`src/rtl/vending_pkg.sv`:
```
// ============================================================================
// Module   : vending_pkg
// Purpose  : Shared state encoding, coin values and parameter legality helpers
//            for the vending_machine_change block.
// Revision : 1.0 - initial release
// ============================================================================
`default_nettype none

package vending_pkg;

  typedef enum logic [1:0] {
    ACCEPT = 2'd0,
    VEND   = 2'd1,
    CHANGE = 2'd2
  } state_e;

  localparam int COIN_W = 5;

  localparam logic [COIN_W-1:0] NICKEL  = 5'd5;
  localparam logic [COIN_W-1:0] DIME    = 5'd10;
  localparam logic [COIN_W-1:0] QUARTER = 5'd25;

  function automatic bit is_mult5(input int v);
    return (v % 5) == 0;
  endfunction

  function automatic bit price_legal(input int price, input int max_credit);
    return is_mult5(price) && (price >= 5) && (price <= max_credit);
  endfunction

  function automatic bit max_credit_legal(input int max_credit, input int credit_w);
    return is_mult5(max_credit) && (max_credit > 0) && (max_credit < (1 << credit_w));
  endfunction

endpackage

`default_nettype wire

```
`src/rtl/vending_coin_decode.sv`:
```
// ============================================================================
// Module   : vending_coin_decode
// Purpose  : Combinational coin classifier: value/valid for a single coin,
//            illegal when more than one coin input is high.
// Revision : 1.0 - initial release
// ============================================================================
`default_nettype none

module vending_coin_decode
  import vending_pkg::*;
(
  input  logic              i_five,
  input  logic              i_ten,
  input  logic              i_quarter,
  output logic [COIN_W-1:0] o_value,
  output logic              o_valid,
  output logic              o_illegal
);

  always_comb begin
    o_value   = '0;
    o_valid   = 1'b0;
    o_illegal = 1'b0;
    case ({i_quarter, i_ten, i_five})
      3'b000: ;
      3'b001: begin o_value = NICKEL;  o_valid = 1'b1; end
      3'b010: begin o_value = DIME;    o_valid = 1'b1; end
      3'b100: begin o_value = QUARTER; o_valid = 1'b1; end
      default: o_illegal = 1'b1;
    endcase
  end

endmodule

`default_nettype wire

```
`src/rtl/vending_machine_change.sv`:
```
// ============================================================================
// Module   : vending_machine_change
// Purpose  : Parametrised vending FSM with credit accumulation, coin rejection
//            and dime/nickel change return over an acknowledge handshake.
// Revision : 1.0 - initial release
// ============================================================================
`default_nettype none

module vending_machine_change
  import vending_pkg::*;
#(
  parameter int CREDIT_W   = 8,
  parameter int PRICE      = 30,
  parameter int MAX_CREDIT = 100
) (
  input  logic                clock,
  input  logic                reset,
  input  logic                fiveCents,
  input  logic                tenCents,
  input  logic                twentyFiveCents,
  input  logic                cancel,
  input  logic                changeAck,
  output logic                theProduct,
  output logic                changeDime,
  output logic                changeNickel,
  output logic                coinReject,
  output logic [CREDIT_W-1:0] credit,
  output logic                busy
);

  if (!max_credit_legal(MAX_CREDIT, CREDIT_W)) begin : g_bad_max_credit
    $error("MAX_CREDIT must be a multiple of 5 and below 2**CREDIT_W");
  end
  if (!price_legal(PRICE, MAX_CREDIT)) begin : g_bad_price
    $error("PRICE must be a multiple of 5 within 5..MAX_CREDIT");
  end

  localparam int SUM_W = CREDIT_W + 1;
  localparam logic [SUM_W-1:0]    C_PRICE_S = SUM_W'(PRICE);
  localparam logic [SUM_W-1:0]    C_MAX_S   = SUM_W'(MAX_CREDIT);
  localparam logic [CREDIT_W-1:0] C_DIME_C  = CREDIT_W'(DIME);
  localparam logic [CREDIT_W-1:0] C_NICK_C  = CREDIT_W'(NICKEL);

  state_e              state_q, state_d;
  logic [CREDIT_W-1:0] credit_q, credit_d;
  logic                coin_reject_q, coin_reject_d;

  logic [COIN_W-1:0]   w_coin_value;
  logic                w_coin_valid;
  logic                w_coin_illegal;
  logic                w_coin_any;
  logic [SUM_W-1:0]    w_sum;
  logic [CREDIT_W-1:0] w_change_amt;
  logic [CREDIT_W-1:0] w_after_ack;

  vending_coin_decode u_coin_decode (
    .i_five    (fiveCents),
    .i_ten     (tenCents),
    .i_quarter (twentyFiveCents),
    .o_value   (w_coin_value),
    .o_valid   (w_coin_valid),
    .o_illegal (w_coin_illegal)
  );

  assign w_coin_any   = w_coin_valid | w_coin_illegal;
  // One extra bit so an overflowing coin is caught before it wraps.
  assign w_sum        = {1'b0, credit_q} + SUM_W'(w_coin_value);
  assign w_change_amt = (credit_q >= C_DIME_C) ? C_DIME_C : C_NICK_C;
  assign w_after_ack  = credit_q - w_change_amt;

  always_comb begin
    state_d       = state_q;
    credit_d      = credit_q;
    coin_reject_d = 1'b0;
    unique case (state_q)
      ACCEPT: begin
        if (cancel) begin
          coin_reject_d = w_coin_any;
          if (credit_q != '0) state_d = CHANGE;
        end else if (w_coin_illegal) begin
          coin_reject_d = 1'b1;
        end else if (w_coin_valid) begin
          if (w_sum > C_MAX_S) begin
            coin_reject_d = 1'b1;
          end else if (w_sum >= C_PRICE_S) begin
            credit_d = CREDIT_W'(w_sum - C_PRICE_S);
            state_d  = VEND;
          end else begin
            credit_d = CREDIT_W'(w_sum);
          end
        end
      end
      VEND: begin
        coin_reject_d = w_coin_any;
        state_d       = (credit_q == '0) ? ACCEPT : CHANGE;
      end
      CHANGE: begin
        coin_reject_d = w_coin_any;
        if (changeAck) begin
          credit_d = w_after_ack;
          if (w_after_ack == '0) state_d = ACCEPT;
        end
      end
      default: begin
        state_d  = ACCEPT;
        credit_d = '0;
      end
    endcase
  end

  always_ff @(posedge clock or posedge reset) begin
    if (reset) begin
      state_q       <= ACCEPT;
      credit_q      <= '0;
      coin_reject_q <= 1'b0;
    end else begin
      state_q       <= state_d;
      credit_q      <= credit_d;
      coin_reject_q <= coin_reject_d;
    end
  end

  // Outputs come straight from registers so no input reaches them combinationally.
  assign theProduct   = (state_q == VEND);
  assign changeDime   = (state_q == CHANGE) && (credit_q >= C_DIME_C);
  assign changeNickel = (state_q == CHANGE) && (credit_q == C_NICK_C);
  assign coinReject   = coin_reject_q;
  assign credit       = credit_q;
  assign busy         = (state_q != ACCEPT);

endmodule

`default_nettype wire
```
`config.mk`:
```
export PLATFORM = sky130hd
export DESIGN_NAME = vending_machine_change
export DESIGN_NICKNAME = d
export VERILOG_FILES = /design/src/rtl/vending_pkg.sv /design/src/rtl/vending_coin_decode.sv /design/src/rtl/vending_machine_change.sv
export SDC_FILE = /design/constraint.sdc
export NUM_CORES = 1
export LEC_CHECK = 0
export CORE_AREA = 5 5 78 80
export CTS_CLUSTER_DIAMETER = 40
export DETAILED_ROUTE_END_ITERATION = 7
export DIE_AREA = 0 0 83 85
export PLACE_DENSITY_LB_ADDON = 0.1
export SLEW_MARGIN = 10
export SYNTH_ARGS = -nofsm -noshare
export SYNTH_HDL_FRONTEND = slang
export SYNTH_SLANG_ARGS = --single-unit
```
`constraint.sdc`:
```
create_clock -name clock -period 5.2 [get_ports clock]
set_input_delay 0.78 -clock clock [delete_from_list [all_inputs] [get_ports clock]]
set_output_delay 0.78 -clock clock [all_outputs]
set_load 0.02 [all_outputs]
```
# Yosys cells after proc, flatten, opt, wreduce, memory -nomap -nowiden
# Cells that the tools add are included.
# W data, S select, Z words.
# word_totals
ramBits	0
memories	0
out_inout_bits	13
register_bits	11
in_bits	7
romBits	0
latchBits	0
elab_cells	67
# op_classes
n_bitwise	2
n_lt_le_gt_ge	3
eq_ne	17
muxes	26
addsub	3
reduce_logical	13
div	0
shifts	0
multipliers	0
# op_table
cell	count
$mux W8	6
$pmux W8 S3	1
$mux W2	9
$logic_not A8 Y1	2
$ne A3 B3 Y1 const B	5
$pmux W5 S3	1
$ne A2 B2 Y1 const B	6
$add A8 B5 Y9	1
$ge A9 B5 Y1 const B	1
$gt A9 B7 Y1 const B	1
$eq A8 B3 Y1 const B	1
$ge A8 B4 Y1 const B	1
$reduce_bool A8 Y1	1
$sub A8 B4 Y8	1
$sub A8 B5 Y8 const B	1
$reduce_and A7 Y1	1
$mux W1	6
$pmux W2 S3	1
$reduce_and A6 Y1	1
$mux W4	1
$reduce_or A4 Y1	1
$eq A3 B1 Y1 const B	1
$eq A3 B2 Y1 const B	1
$eq A3 B3 Y1 const B	1
11 further kinds	12

# Depth between registers and ports, before layout
# depth
ltp_word	10
ltp_mapped	14

# Cells and area by module
# A second synthesis with hierarchy kept.
# hier_totals
cells_unflattened	190
hier_area_um2	1572.8
# by_module_without_submodules
mod	instances	area_each_um2	seq_area_each_um2	cells_each
vending_machine_change	1	1492.7	275.3	179
vending_coin_decode	1	80.1	0.0	11

# Worst setup path after synthesis
# OpenSTA, ideal clock, no wires.
# synth_timing
path_kind	in2reg
startpoint	input fiveCents
endpoint	register credit_q[2] (netlist: credit[2])
t_arrival_ns	3.293
setup_slack_ns	1.829
cell_stages	11
cell_sequence	or3b_2 -> inv_1 -> ha_1 -> a211o_1 -> a2111o_1 -> o311ai_4 -> o2111ai_1 -> a31oi_2 -> buf_6 -> a21oi_1 -> a21oi_1
# synth_between
elab_chain_cells	10
word_cells_on_any_way	22
cone_classes	add/sub (2); order compare (2); eq/ne (6); mux (8); reduce/logical (4)
# synth_rtl
item	line	text
start: declaration	vending_machine_change.sv:18	input logic fiveCents,
$eq A3 B3 Y1 (tied with other cells)	vending_coin_decode.sv:24	case ({i_quarter, i_ten, i_five})
$pmux W5 S3	vending_coin_decode.sv:24	
$add A8 B5 Y9	vending_machine_change.sv:67	assign w_sum = {1'b0, credit_q} + SUM_W'(w_coin_value);
$sub A8 B5 Y8 or $ge A9 B5 Y1 (tied branches)	vending_machine_change.sv:86, vending_machine_change.sv:85	
$mux W8	vending_machine_change.sv:85	end else if (w_sum >= C_PRICE_S) begin
$mux W8	vending_machine_change.sv:83	if (w_sum > C_MAX_S) begin
$mux W8	vending_machine_change.sv:82	end else if (w_coin_valid) begin
$mux W8	vending_machine_change.sv:80	end else if (w_coin_illegal) begin
$mux W8	vending_machine_change.sv:77	if (cancel) begin
$pmux W8 S3	vending_machine_change.sv:75	unique case (state_q)
end signal: assignment	vending_machine_change.sv:118	credit_q <= credit_d;
end: declaration	vending_machine_change.sv:45	logic [CREDIT_W-1:0] credit_q, credit_d;
# Parallel ways exist; a longest one is shown, timed or not. The select of a mux whose other input is x is not followed.
# A chain may end at the register's enable or synchronous reset.

# Final worst setup path
# layout_timing
startpoint	input tenCents
endpoint	register credit_q[3] (netlist: credit[3])
# layout_between
elab_chain_cells	10
word_cells_on_any_way	22
cone_classes	add/sub (2); order compare (2); eq/ne (6); mux (8); reduce/logical (4)
# layout_rtl
item	line	text
start: declaration	vending_machine_change.sv:19	input logic tenCents,
$eq A3 B3 Y1 (tied with other cells)	vending_coin_decode.sv:24	
$pmux W5 S3	vending_coin_decode.sv:24	
$add A8 B5 Y9	vending_machine_change.sv:67	
$sub A8 B5 Y8 or $ge A9 B5 Y1 (tied branches)	vending_machine_change.sv:86, vending_machine_change.sv:85	
$mux W8	vending_machine_change.sv:85	
$mux W8	vending_machine_change.sv:83	
$mux W8	vending_machine_change.sv:82	
$mux W8	vending_machine_change.sv:80	
$mux W8	vending_machine_change.sv:77	
$pmux W8 S3	vending_machine_change.sv:75	
# Parallel ways exist; a longest one is shown, timed or not. The select of a mux whose other input is x is not followed.

==> flow_summary.toml <==
[synthesis]
ys_ff_latch = 11
synth_top_area_cell = "dfrtp_1"
syn_avg_cell_area_um2 = 7.87
synth_top_area_frac = 0.180
ys.flop_type = "dfrtp_1"
yosysWarnings = 0
synthArstFlopShare = 1.00
ys_top_cells_by_count = "inv_1, a21oi_1, ha_1, nand2_1, nor2_1"
ys_seq_area_frac = 0.180
synth_area_leaders = "dfrtp_1, ha_1, a21oi_1, inv_1, o21ai_0"
syn_area_um2 = 1530
netlist-cell-type-count = 59
syn_nets = 217
postSynthCellCount = 194
yosysMostFrequentCell = "inv_1"
synth_edf_count = 0

[floorplanning]
start_util = 0.286
die_h_um = 85
rows = 27
die_w_um = 83
dieArea_um2 = 7060
ios = 20
core_area_um2 = 5340

[global_routing]
first_global_vias = 1452
grt_max_degree = 16
antenna_found_initial = 0
overflow = 0
grt_usage = 0.133
grt_pass1_wl_um = 7630

[finish]
fill_cells = 598
layout-drive-gt1-share = 0.0845
post-route-util = 0.341
area_growth_pct = 19.3
nNetsFinal = 237
n_antenna_cell = 0

[timing]
maxSlewHeadroom = 0.508
worst_pin_slew_ns = 0.732
slew_violations = 0
fin_crit_sh = 0.813
final-setup-viol-count = 0
setup_tns_ns = 0
fmax_mhz = 237
rsz0062_at_grt = "false"
clock_skew_ns = 0.00199
finalCriticalPeriod_ns = 4.23
hold_violations = 0

[clock_network]
root_buffer = "clkbuf_8"
postCtsSetupRepairBufs = 0
clock_sinks = 11
cts_tree = "yes"
cts-resized-gates = 0
cts_buffers = 3
clk_pin_slew_ns = 0.05
insertion_delay_ns = 0.24
ctsHoldBuffers = 0
ctsHtreeMaxLevel = 1
cts_buffer_depth = 2

[drt]
firstDrtPassIters = 4
avgRoutedWirePerCell_um = 16.1
drt_iter0_markers = 169
ant_nets = 0
vias_per_cell = 5.39
routed-via-count = 1535
drc_errors = 0
wl_um = 4600

[hold_path]
worstHoldPathType = "reg2reg"

[setup_path]
crit_slowest_cell = "a31oi_2"
r2r_slack_ns = 1.57
crit_required_ns = 5.32
startpoint_type = "input pin"
path_max_fanout = 15
path_class = "in2reg"
path_cells = "clkdlybuf4s50_1 -> or3b_2 -> inv_1 -> ha_1 -> a211o_1 -> a2111o_1 -> o311ai_4 -> o2111ai_1 -> a31oi_2 -> mux2i_1 -> o21bai_1"
worstSetupEndpointType = "register"
arrival_ns = 4.34
cp_slowest_stage_delay_ns = 0.61

[outcome]
outcome = "completed"

[power_and_ir_drop]
p_leak_nw = 0.766
powerDensity_nw_per_um2 = 728
vdd_drop_max_v = 0.000227

[placed_design]
post-dp-hpwl_um = 3740
gp_congestion = 0.823
portBuffers = 19

[flow_run]
maxCapViolations = 0
==> area by class of cell <==
type                       instances  area, um2  share of cell area
clock buffer                       4       45.0              0.0247
sequential                        11        275               0.151
tap                               72       90.1              0.0495
timing repair buffer              19        190               0.104
multi-input combinational        160       1150               0.631
inverter                          19       71.3              0.0392
==> layer usage <==
| layer | track usage | vias to the layer above | part of all wire |
|---|---|---|---|
| li1 | - | 766 | - |
| met1 | 0.187 | 730 | 0.50 |
| met2 | 0.214 | 33 | 0.45 |
| met3 | 0.0136 | 6 | 0.034 |
| met4 | 0.0446 | 0 | 0.015 |
| met5 | 0 | - | 0 |
==> state kept, by name (all words and copies together), names as in the netlist <==
name        flops
coinReject      1
state_q         2
credit          8
==> critical path: cells and delay by family <==
family,cells,cell delay [ns]
fa+ha+maj,1,0.22
simple gates,1,0.54
buf+inv,2,0.67
compound gates,6,1.95
mux,1,0.16
==> power breakdown <==
group / leakage (nW) / switching, W / internal (W)
Clock: 0.0228 / 0.0000312 / 0.0000538
Combinational: 0.608 / 0.000607 / 0.000428
Sequential: 0.135 / 0.0000774 / 0.000127
==> cells by family after synthesis <==
group / Yosys count / share of synthesized area
flip-flops: 11 / 0.180
AND/OR/NAND/NOR: 68 / 0.239
buffers and inverters: 23 / 0.0672
AO/OA/AOI/OAI: 65 / 0.306
multiplexers: 3 / 0.0197
XOR/XNOR: 7 / 0.0402
adder cells (fa/ha/maj): 17 / 0.148
==> worst paths after layout <==
path                                        startpoint                     end  cells after the start
worst max-delay path                          tenCents   credit[3]$_DFFE_PP0P_                     11
worst min-delay path            state_q[0]$_DFFE_PP0P_  state_q[0]$_DFFE_PP0P_                      1
worst max register to register   credit[5]$_DFFE_PP0P_  state_q[1]$_DFFE_PP0P_                     10
worst min register to register  state_q[0]$_DFFE_PP0P_  state_q[0]$_DFFE_PP0P_                      1
max in group asynchronous                        reset   credit[0]$_DFFE_PP0P_                      2
min in group asynchronous                        reset   credit[3]$_DFFE_PP0P_                      2
==> through the flow <==
stage / power [W] / hold WS [ns] / area [um2] / instances / setup slack [ns]
2_1_floorplan: 0.000956 / 0.517 / 1530 / 194 / 1.83
3_3_place_gp: 0.00125 / 0.572 / 1780 / 281 / 0.808
3_5_place_dp: 0.00123 / 0.566 / 1780 / 281 / 0.749
4_1_cts: 0.00132 / 0.583 / 1820 / 285 / 0.979
5_1_grt: 0.00146 / 0.613 / 1820 / 285 / 0.705
6_report: 0.00132 / 0.591 / 1820 / 285 / 0.975
==> placed cells by master (no fill, tap or decap), drive strengths merged, types with 4 or more instances in the layout <==
cell type	instances
a21o	4
a21oi	17
clkbuf	4
clkdlybuf4s50	19
dfrtp	11
ha	14
inv	19
nand2	14
nand3	4
nor2	13
nor2b	4
nor3	8
nor4	4
o21ai	11
xnor2	5
Power figures use the tool's default switching activity.
